==> config.mk <==
export PLATFORM = sky130hd
export DESIGN_NAME = signed_div_ctrl
export DESIGN_NICKNAME = d
export VERILOG_FILES = /design/src/rtl/signed_div_ctrl.sv
export SDC_FILE = /design/constraint.sdc
export NUM_CORES = 1
export LEC_CHECK = 0
export ABC_AREA = 1
export ABC_CLOCK_PERIOD_IN_PS = 2900
export BUFFER_PORTS_ARGS = -buffer_cell sky130_fd_sc_hd__buf_2
export CORE_MARGIN = 1
export CORE_UTILIZATION = 25
export DETAILED_ROUTE_END_ITERATION = 8
export GPL_ROUTABILITY_DRIVEN = 0
export HOLD_SLACK_MARGIN = 0.03
export PLACE_DENSITY = 0.45
export SETUP_SLACK_MARGIN = 0.2
export SYNTH_ARGS = -nofsm -noshare
export SYNTH_HDL_FRONTEND = slang
export SYNTH_SLANG_ARGS = --single-unit
==> constraint.sdc <==
create_clock -name clk -period 2.9 [get_ports clk]
set_input_delay 0.145 -clock clk [delete_from_list [all_inputs] [get_ports clk]]
set_output_delay 0.145 -clock clk [all_outputs]
set_load 0.01 [all_outputs]
==> src/rtl/signed_div_ctrl.sv <==
// Signed WIDTH-bit restoring divider controller; SIGNED_DIV_ZERO_DETECT_EN adds a one-cycle divide-by-zero path.
// Result WIDTH+1 edges after an accepted start; start is ignored (not queued) while busy.
module signed_div_ctrl #(
  parameter int WIDTH = 16
) (
  input  logic             clk,
  input  logic             rst,
  input  logic             start,
  input  logic [WIDTH-1:0] dividend,
  input  logic [WIDTH-1:0] divisor,
  output logic             busy,
  output logic             done,
  output logic [WIDTH-1:0] quotient,
  output logic [WIDTH-1:0] remainder,
  output logic             div_by_zero
);

  localparam int CW = $clog2(WIDTH);
  localparam logic [CW-1:0] LAST = CW'(WIDTH - 1);

  typedef enum logic [1:0] {IDLE, ITER, FIX} state_t;

  state_t          state, state_nxt;
  logic [CW-1:0]   count;
  logic            sq, sr;
  logic [WIDTH-1:0] a_sh, b_mag, r_acc, q_mag;
  logic [WIDTH:0]  r_shift, r_diff;
  logic            q_bit;

  // r_shift < 2^WIDTH and b_mag <= 2^(WIDTH-1), so the borrow out of the
  // WIDTH+1-bit subtraction is exactly the "R < |divisor|" comparison.
  always_comb begin
    r_shift = {r_acc, a_sh[WIDTH-1]};
    r_diff  = r_shift - {1'b0, b_mag};
    q_bit   = ~r_diff[WIDTH];
  end

  always_ff @(posedge clk) begin
    if (rst) state <= IDLE;
    else     state <= state_nxt;
  end

  always_comb begin
    state_nxt = state;
    busy      = 1'b0;
    case (state)
      IDLE: begin
        if (start) begin
`ifdef SIGNED_DIV_ZERO_DETECT_EN
          if (divisor != '0) state_nxt = ITER;
`else
          state_nxt = ITER;
`endif
        end
      end
      ITER: begin
        busy = 1'b1;
        if (count == LAST) state_nxt = FIX;
      end
      FIX: begin
        busy      = 1'b1;
        state_nxt = IDLE;
      end
      default: state_nxt = IDLE;
    endcase
  end

`ifdef SIGNED_DIV_ZERO_DETECT_EN
  logic dz_q;
  assign div_by_zero = dz_q;
`else
  assign div_by_zero = 1'b0;
`endif

  always_ff @(posedge clk) begin
    if (rst) begin
      count     <= '0;
      sq        <= 1'b0;
      sr        <= 1'b0;
      a_sh      <= '0;
      b_mag     <= '0;
      r_acc     <= '0;
      q_mag     <= '0;
      quotient  <= '0;
      remainder <= '0;
      done      <= 1'b0;
`ifdef SIGNED_DIV_ZERO_DETECT_EN
      dz_q      <= 1'b0;
`endif
    end else begin
      done <= 1'b0;
      case (state)
        IDLE: begin
          if (start) begin
            sq    <= dividend[WIDTH-1] ^ divisor[WIDTH-1];
            sr    <= dividend[WIDTH-1];
            a_sh  <= dividend[WIDTH-1] ? -dividend : dividend;
            b_mag <= divisor[WIDTH-1] ? -divisor : divisor;
            r_acc <= '0;
            q_mag <= '0;
            count <= '0;
`ifdef SIGNED_DIV_ZERO_DETECT_EN
            dz_q  <= 1'b0;
            if (divisor == '0) begin
              quotient  <= '1;
              remainder <= dividend;
              dz_q      <= 1'b1;
              done      <= 1'b1;
            end
`endif
          end
        end
        ITER: begin
          a_sh  <= a_sh << 1;
          r_acc <= q_bit ? r_diff[WIDTH-1:0] : r_shift[WIDTH-1:0];
          q_mag <= {q_mag[WIDTH-2:0], q_bit};
          count <= count + CW'(1);
        end
        FIX: begin
          quotient  <= sq ? -q_mag : q_mag;
          remainder <= sr ? -r_acc : r_acc;
          done      <= 1'b1;
        end
        default: ;
      endcase
    end
  end

endmodule
==> results of run 1 <==
-- Yosys cell counts, types with 4 or more instances --
library cell	instances	share of area (%)
nand2_2	18	1.7
a21oi_2	11	1.4
nand4_1	12	1.1
o21ai_0	71	5.3
o211ai_1	12	1.3
ha_1	24	4.5
nand2_4	4	0.67
nor3_1	5	0.37
dfxtp_1	105	31
nand3_2	12	1.8
a21oi_1	105	7.9
nand2_1	240	13
inv_1	127	7.1
xnor2_1	9	1.2
nor2_1	81	4.5
nand3_1	61	4.6
clkbuf_1	32	1.8
nand3b_1	5	0.56
xor2_1	30	3.9
-- critical path, stage by stage, from the launching register on --
cell and delay, ns:
dfxtp_1 0.31, inv_1 0.07, ha_1 0.24, fa_1 0.42, inv_1 0.11, nand2_1 0.07, nand2_2 0.08, nand3_2 0.07
nand2_2 0.11, nand2_4 0.08, nand2_4 0.07, nand2_4 0.12, nand2_4 0.22, nand2_1 0.08, nand3_1 0.07, a21oi_1 0.06
-- path summary, 6_finish.rpt --
path,endpoint,from,cells past startpoint
worst min register to register,a_sh[6]$_SDFFE_PP0P_,a_sh[6]$_SDFFE_PP0P_,2
worst max register to register,r_acc[0]$_SDFFE_PP0P_,a_sh[15]$_SDFFE_PP0P_,15
worst max-delay path,r_acc[0]$_SDFFE_PP0P_,a_sh[15]$_SDFFE_PP0P_,15
worst min-delay path,b_mag[12]$_SDFFE_PP0P_,divisor[12],3
-- per-layer routing --
| metal | routed length (um) | share of wire, % |
|---|---|---|
| met3 | 567 | 3.0 |
| met1 | 9650 | 51 |
| met4 | 184 | 0.96 |
| met5 | 0 | 0 |
| met2 | 8680 | 45 |
-- through the flow --
stage	utilization (%)	total power (uW)
floorplan	-	2370
global placement	27.9	2660
detailed placement	27.9	2650
CTS	29.1	4060
global route	29.1	4260
finish	29.1	3990
-- final cells by class --
| cell class | instances | area (um^2) | share of cell area, % |
|---|---|---|---|
| tap | 335 | 419 | 5.51 |
| clock buffer | 10 | 229 | 3.01 |
| sequential | 105 | 2100 | 27.6 |
| clock inverter | 6 | 98.8 | 1.30 |
| timing repair buffer | 76 | 400 | 5.26 |
| multi-input combinational | 726 | 3860 | 50.8 |
| inverter | 133 | 499 | 6.56 |
-- cell families (layout without fill, tap and decap cells) --
family | after synthesis | count (layout) | share of synthesized area, %
and+or+nand+nor | 448 | 448 | 30.1
AOI/OAI and AO/OA | 213 | 213 | 17.7
buffers and inverters | 177 | 225 | 10.8
DFF | 105 | 105 | 31.4
xor gates and xnor gates | 39 | 39 | 5.11
adders and majority gates | 25 | 25 | 4.79
other | 1 | 1 | 0.0561
-- sequential cells by signal, summed over array words and instances, names as in the netlist --
signal     count
b_mag         16
sq             1
r_acc         16
remainder     16
count          4
q_mag         16
done           1
quotient      16
a_sh          16
state          2
sr             1
-- power breakdown --
part	switching, uW	total, uW	internal (uW)
Clock	610	1380	772
Sequential	63.6	1600	1530
Combinational	679	1010	328
==> results.yml, run 1 <==
sta:
  max_freq_ghz: 0.425
  skew_ns: 0.0126
  holdWs_ns: 0.0683
  grt_setup_unrepaired: "no"
  final-setup-viol-count: 0
  tightest_slew_ns: 0.828
  period_minus_slack_ns: 2.35
  fin_setup_tns_ns: 0
  slew_headroom_pct: 44.7
  period_share_pct: 81.1
  hold_violations: 0
  maxSlewViolCount: 0
  fin_ws_ns: 0.549
global_routing:
  grt_max_degree: 60
  gr-usage-met1_pct: 19.9
  use_met3_pct: 2.45
  antenna_found_initial: 0
  grt_use_total_pct: 14.6
  grt.met2_usage_pct: 23.6
  grt_overflow: 0
  grt.busiest_layer: "met2"
  grt_pass1_wl_um: 31200
  grt_pass1_vias: 5901
critical_path:
  regToRegSetupSlack_ns: 0.55
  worst_setup_path_start_kind: "flip-flop"
  cp-end-kind: "flip-flop"
  crit_arrival_ns: 2.56
  crit_required_ns: 3.11
  critical_path.max_fanout: 14
  critPathKind: "reg -> reg"
detailed_routing:
  wl_per_cell_um: 13.7
  remaining_drc_errors: 6
  drtPass1Iterations: 7
  drtIter0Drc: 300
  vias: 6244
  wirelength_um: 19100
  viasPerCell: 4.49
  antenna_left: 0
cells_and_area:
  fin_nets: 1111
  nFillCells: 2941
  fin_cells: 1391
  num_antenna_cells: 0
  drive_gt1_share_pct: 13.9
  final_common_cell: "nand2_1"
  design_area_um2: 7610
  syn_to_final_growth_pct: 13.9
  final_cell_mix: "nand2_1, inv_1, a21oi_1, dfxtp_1, nor2_1"
outcome:
  violations: "DRC"
  status: "finished with violations"
power:
  ir_drop_uv: 275
  p_leak_uw: 0.00349
  p_per_area_nw_per_um2: 524
cts:
  cts_htree_levels: 3
  holdBufCountCts: 0
  clock_sinks: 105
  post-cts-setup-buffers: 0
  cts_root_buf: "clkbuf_16"
  clk_path_buf_depth: 2
  clkTransAtPathRegs_ns: 0.08
  numCtsBuffers: 9
  cts_tree: "yes"
  clk_latency_ns: 0.36
  cts_resized: 0
placed_design:
  postPlaceCellArea_um2: 7290
  post-place-cells: 1375
  place.port_buffers: 68
  place_ws_ns: 0.542
  dp_hpwl_um: 14400
synth:
  async_reset_ff_share_pct: 0
  syn_area_per_cell_um2: 6.63
  synth_cell_types: 47
  synth-edff-count: 0
  syn_nets: 1068
  netlist_area_um2: 6690
  synthCells: 1008
  yosysWarnings: 0
  ys_seq_area_share_pct: 31.4
  synth_ff_type: "dfxtp_1"
  synth-seq-cells: 105
floorplan:
  core_um2: 26100
  start_util_pct: 25.6
  ios: 70
  die_area_um2: 27400
  die_h_um: 166
  die_x_um: 166
  num_rows: 59
run:
  maxCapViolCount: 0
worst_hold_path:
  hold_path.class: "in -> reg"
(Power assumes the default switching activity.)
==> run 2: changes to the inputs <==
--- a/config.mk
+++ b/config.mk
@@ -6,14 +6,14 @@
 export NUM_CORES = 1
 export LEC_CHECK = 0
 export ABC_AREA = 1
-export ABC_CLOCK_PERIOD_IN_PS = 2900
+export ABC_CLOCK_PERIOD_IN_PS = 1900
 export BUFFER_PORTS_ARGS = -buffer_cell sky130_fd_sc_hd__buf_2
 export CORE_MARGIN = 1
 export CORE_UTILIZATION = 25
 export DETAILED_ROUTE_END_ITERATION = 8
 export GPL_ROUTABILITY_DRIVEN = 0
 export HOLD_SLACK_MARGIN = 0.03
-export PLACE_DENSITY = 0.45
+export PLACE_DENSITY = 0.47
 export SETUP_SLACK_MARGIN = 0.2
 export SYNTH_ARGS = -nofsm -noshare
 export SYNTH_HDL_FRONTEND = slang
==> constraint.sdc (replaced) <==
create_clock -name clk -period 1.9 [get_ports clk]
set_input_delay 0.095 -clock clk [delete_from_list [all_inputs] [get_ports clk]]
set_output_delay 0.095 -clock clk [all_outputs]
set_load 0.01 [all_outputs]
==> results.yml, run 2 (same netlist as run 1, synthesis figures left out) <==
cts:
  clk_latency_ns: 0.36
  numCtsBuffers: 9
  clock_sinks: 105
  cts_root_buf: "clkbuf_16"
  cts_htree_levels: 3
  clk_path_buf_depth: 2
  cts_tree: "yes"
  clkTransAtPathRegs_ns: 0.08
critical_path:
  r2r-end: "r_acc[5]$_SDFFE_PP0P_"
  worst_setup_path_start_kind: "flip-flop"
  cp-end-kind: "flip-flop"
  regToRegSetupSlack_ns: -0.07
  critPathKind: "reg -> reg"
  crit_required_ns: 2.19
  startpoint: "a_sh[15]$_SDFFE_PP0P_"
  critical_path.max_fanout: 8
  rr_worst_depth: 15
  endpoint: "r_acc[5]$_SDFFE_PP0P_"
  worstReg2RegStart: "a_sh[15]$_SDFFE_PP0P_"
  crit_arrival_ns: 2.26
power:
  ir_drop_uv: 368
  power.internal_uw: 4060
  netSwitchingFraction_pct: 34.8
  clock_power_share_pct: 30.3
  finalPower_uw: 6220
  net-switching-power_uw: 2170
  p_leak_uw: 0.00392
  p_seq_share_pct: 39.0
  p_per_area_nw_per_um2: 734
  p_comb_share_pct: 30.7
detailed_routing:
  drtIter0Drc: 283
  antenna_left: 0
  remaining_drc_errors: 6
  viasPerCell: 4.47
  vias: 6511
  wirelength_um: 19800
  drtPass1Iterations: 6
  wl_per_cell_um: 13.6
global_routing:
  grt_pass1_wl_um: 31400
  antenna_found_initial: 0
  grt_overflow: 0
  grt_pass1_vias: 6038
  grt_max_degree: 60
  grt_use_total_pct: 14.6
sta:
  period_minus_slack_ns: 1.97
  final-setup-viol-count: 13
  period_share_pct: 103
  max_freq_ghz: 0.509
  fin_ws_ns: -0.0662
  hold_violations: 0
  maxSlewViolCount: 0
  skew_ns: 0.0117
  grt_setup_unrepaired: "yes"
floorplan:
  num_rows: 59
  die_h_um: 166
  start_util_pct: 25.6
  core_um2: 26100
  ios: 70
  die_x_um: 166
  die_area_um2: 27400
placed_design:
  place.port_buffers: 68
  dp_hpwl_um: 14700
  place_ws_ns: -0.107
  postPlaceCellArea_um2: 7790
cells_and_area:
  num_antenna_cells: 0
  drive_gt1_share_pct: 24.6
  final_cell_mix: "nand2_1, inv_1, a21oi_1"
  nFillCells: 2886
  design_area_um2: 8480
  final_common_cell: "nand2_1"
  syn_to_final_growth_pct: 26.9
  fin_nets: 1177
outcome:
  violations: "DRC, setup timing"
  status: "finished with violations"
run:
  maxCapViolCount: 0
worst_hold_path:
  hold_path.class: "in -> reg"
==> run 2: stage by stage <==
step	setup TNS [ns]	instances	utilization, %	hold slack, ns
after CTS	-0.333	1451	31.6	0.0342
after detailed placement	-1.14	1433	29.8	0.378
final	-0.643	1457	32.5	0.0356
after global placement	-0.744	1433	29.8	0.376
after floorplan	-0.359	1008	-	0.233
after global routing	-2.54	1457	32.5	0.0433
==> run 2: final cells by class <==
type / count / area (um^2) / share of cell area [%]
multi-input combinational: 726 / 4150 / 48.9
clock inverter: 5 / 48.8 / 0.575
inverter: 133 / 505 / 5.96
timing repair buffer: 142 / 996 / 11.7
tap: 335 / 419 / 4.94
clock buffer: 11 / 243 / 2.86
sequential: 105 / 2120 / 25.0
==> run 2: worst min path at each step <==
stage | startpoint | end | slack (ns) | cells after the start
floorplan | divisor[12] | b_mag[12]$_SDFFE_PP0P_ | 0.23 | 2
global placement | divisor[12] | b_mag[12]$_SDFFE_PP0P_ | 0.38 | 3
detailed placement | divisor[12] | b_mag[12]$_SDFFE_PP0P_ | 0.38 | 3
CTS | divisor[0] | b_mag[0]$_SDFFE_PP0P_ | 0.03 | 3
global route | divisor[8] | b_mag[8]$_SDFFE_PP0P_ | 0.04 | 3
finish | divisor[0] | b_mag[0]$_SDFFE_PP0P_ | 0.04 | 3
==> run 2: power by group through the flow <==
stage / clock network [uW] / logic [uW] / registers, uW
after floorplan: 0 / 1140 / 2480
after global routing: 2040 / 2140 / 2450
after global placement: 0 / 1770 / 2470
final: 1890 / 1910 / 2430
after CTS: 1940 / 1840 / 2430
after detailed placement: 0 / 1770 / 2470
==> run 2: worst max-delay path, cell delays in order, from the launching register on <==
cell and delay, ns:
dfxtp_2 0.33, inv_2 0.04, ha_4 0.15, fa_2 0.34, inv_2 0.07, nand2_2 0.04, nand2_2 0.07, nand3_2 0.08
nand2_2 0.09, nand2_4 0.08, nand2_4 0.10, nand2_8 0.08, buf_8 0.16, nand3_1 0.08, nand3_2 0.08, a21oi_2 0.11
==> run 2: per-layer routing <==
metal  part of all wire (%)  global-route usage [%]  vias up
met5                      0                       0        -
met4                    1.2                    3.51        0
met3                    2.8                    2.25       13
met1                     50                    20.3     2937
met2                     46                    23.6       78
li1                       -                       -     3483
==> run 2: repair_timing <==
action	CTS	global route
hold buffers	1	0
pin swaps	9	10
setup buffers	1	5
gates resized for setup	34	45
setup endpoints to repair	25	47
gates cloned	0	1
hold endpoints to repair	1	0
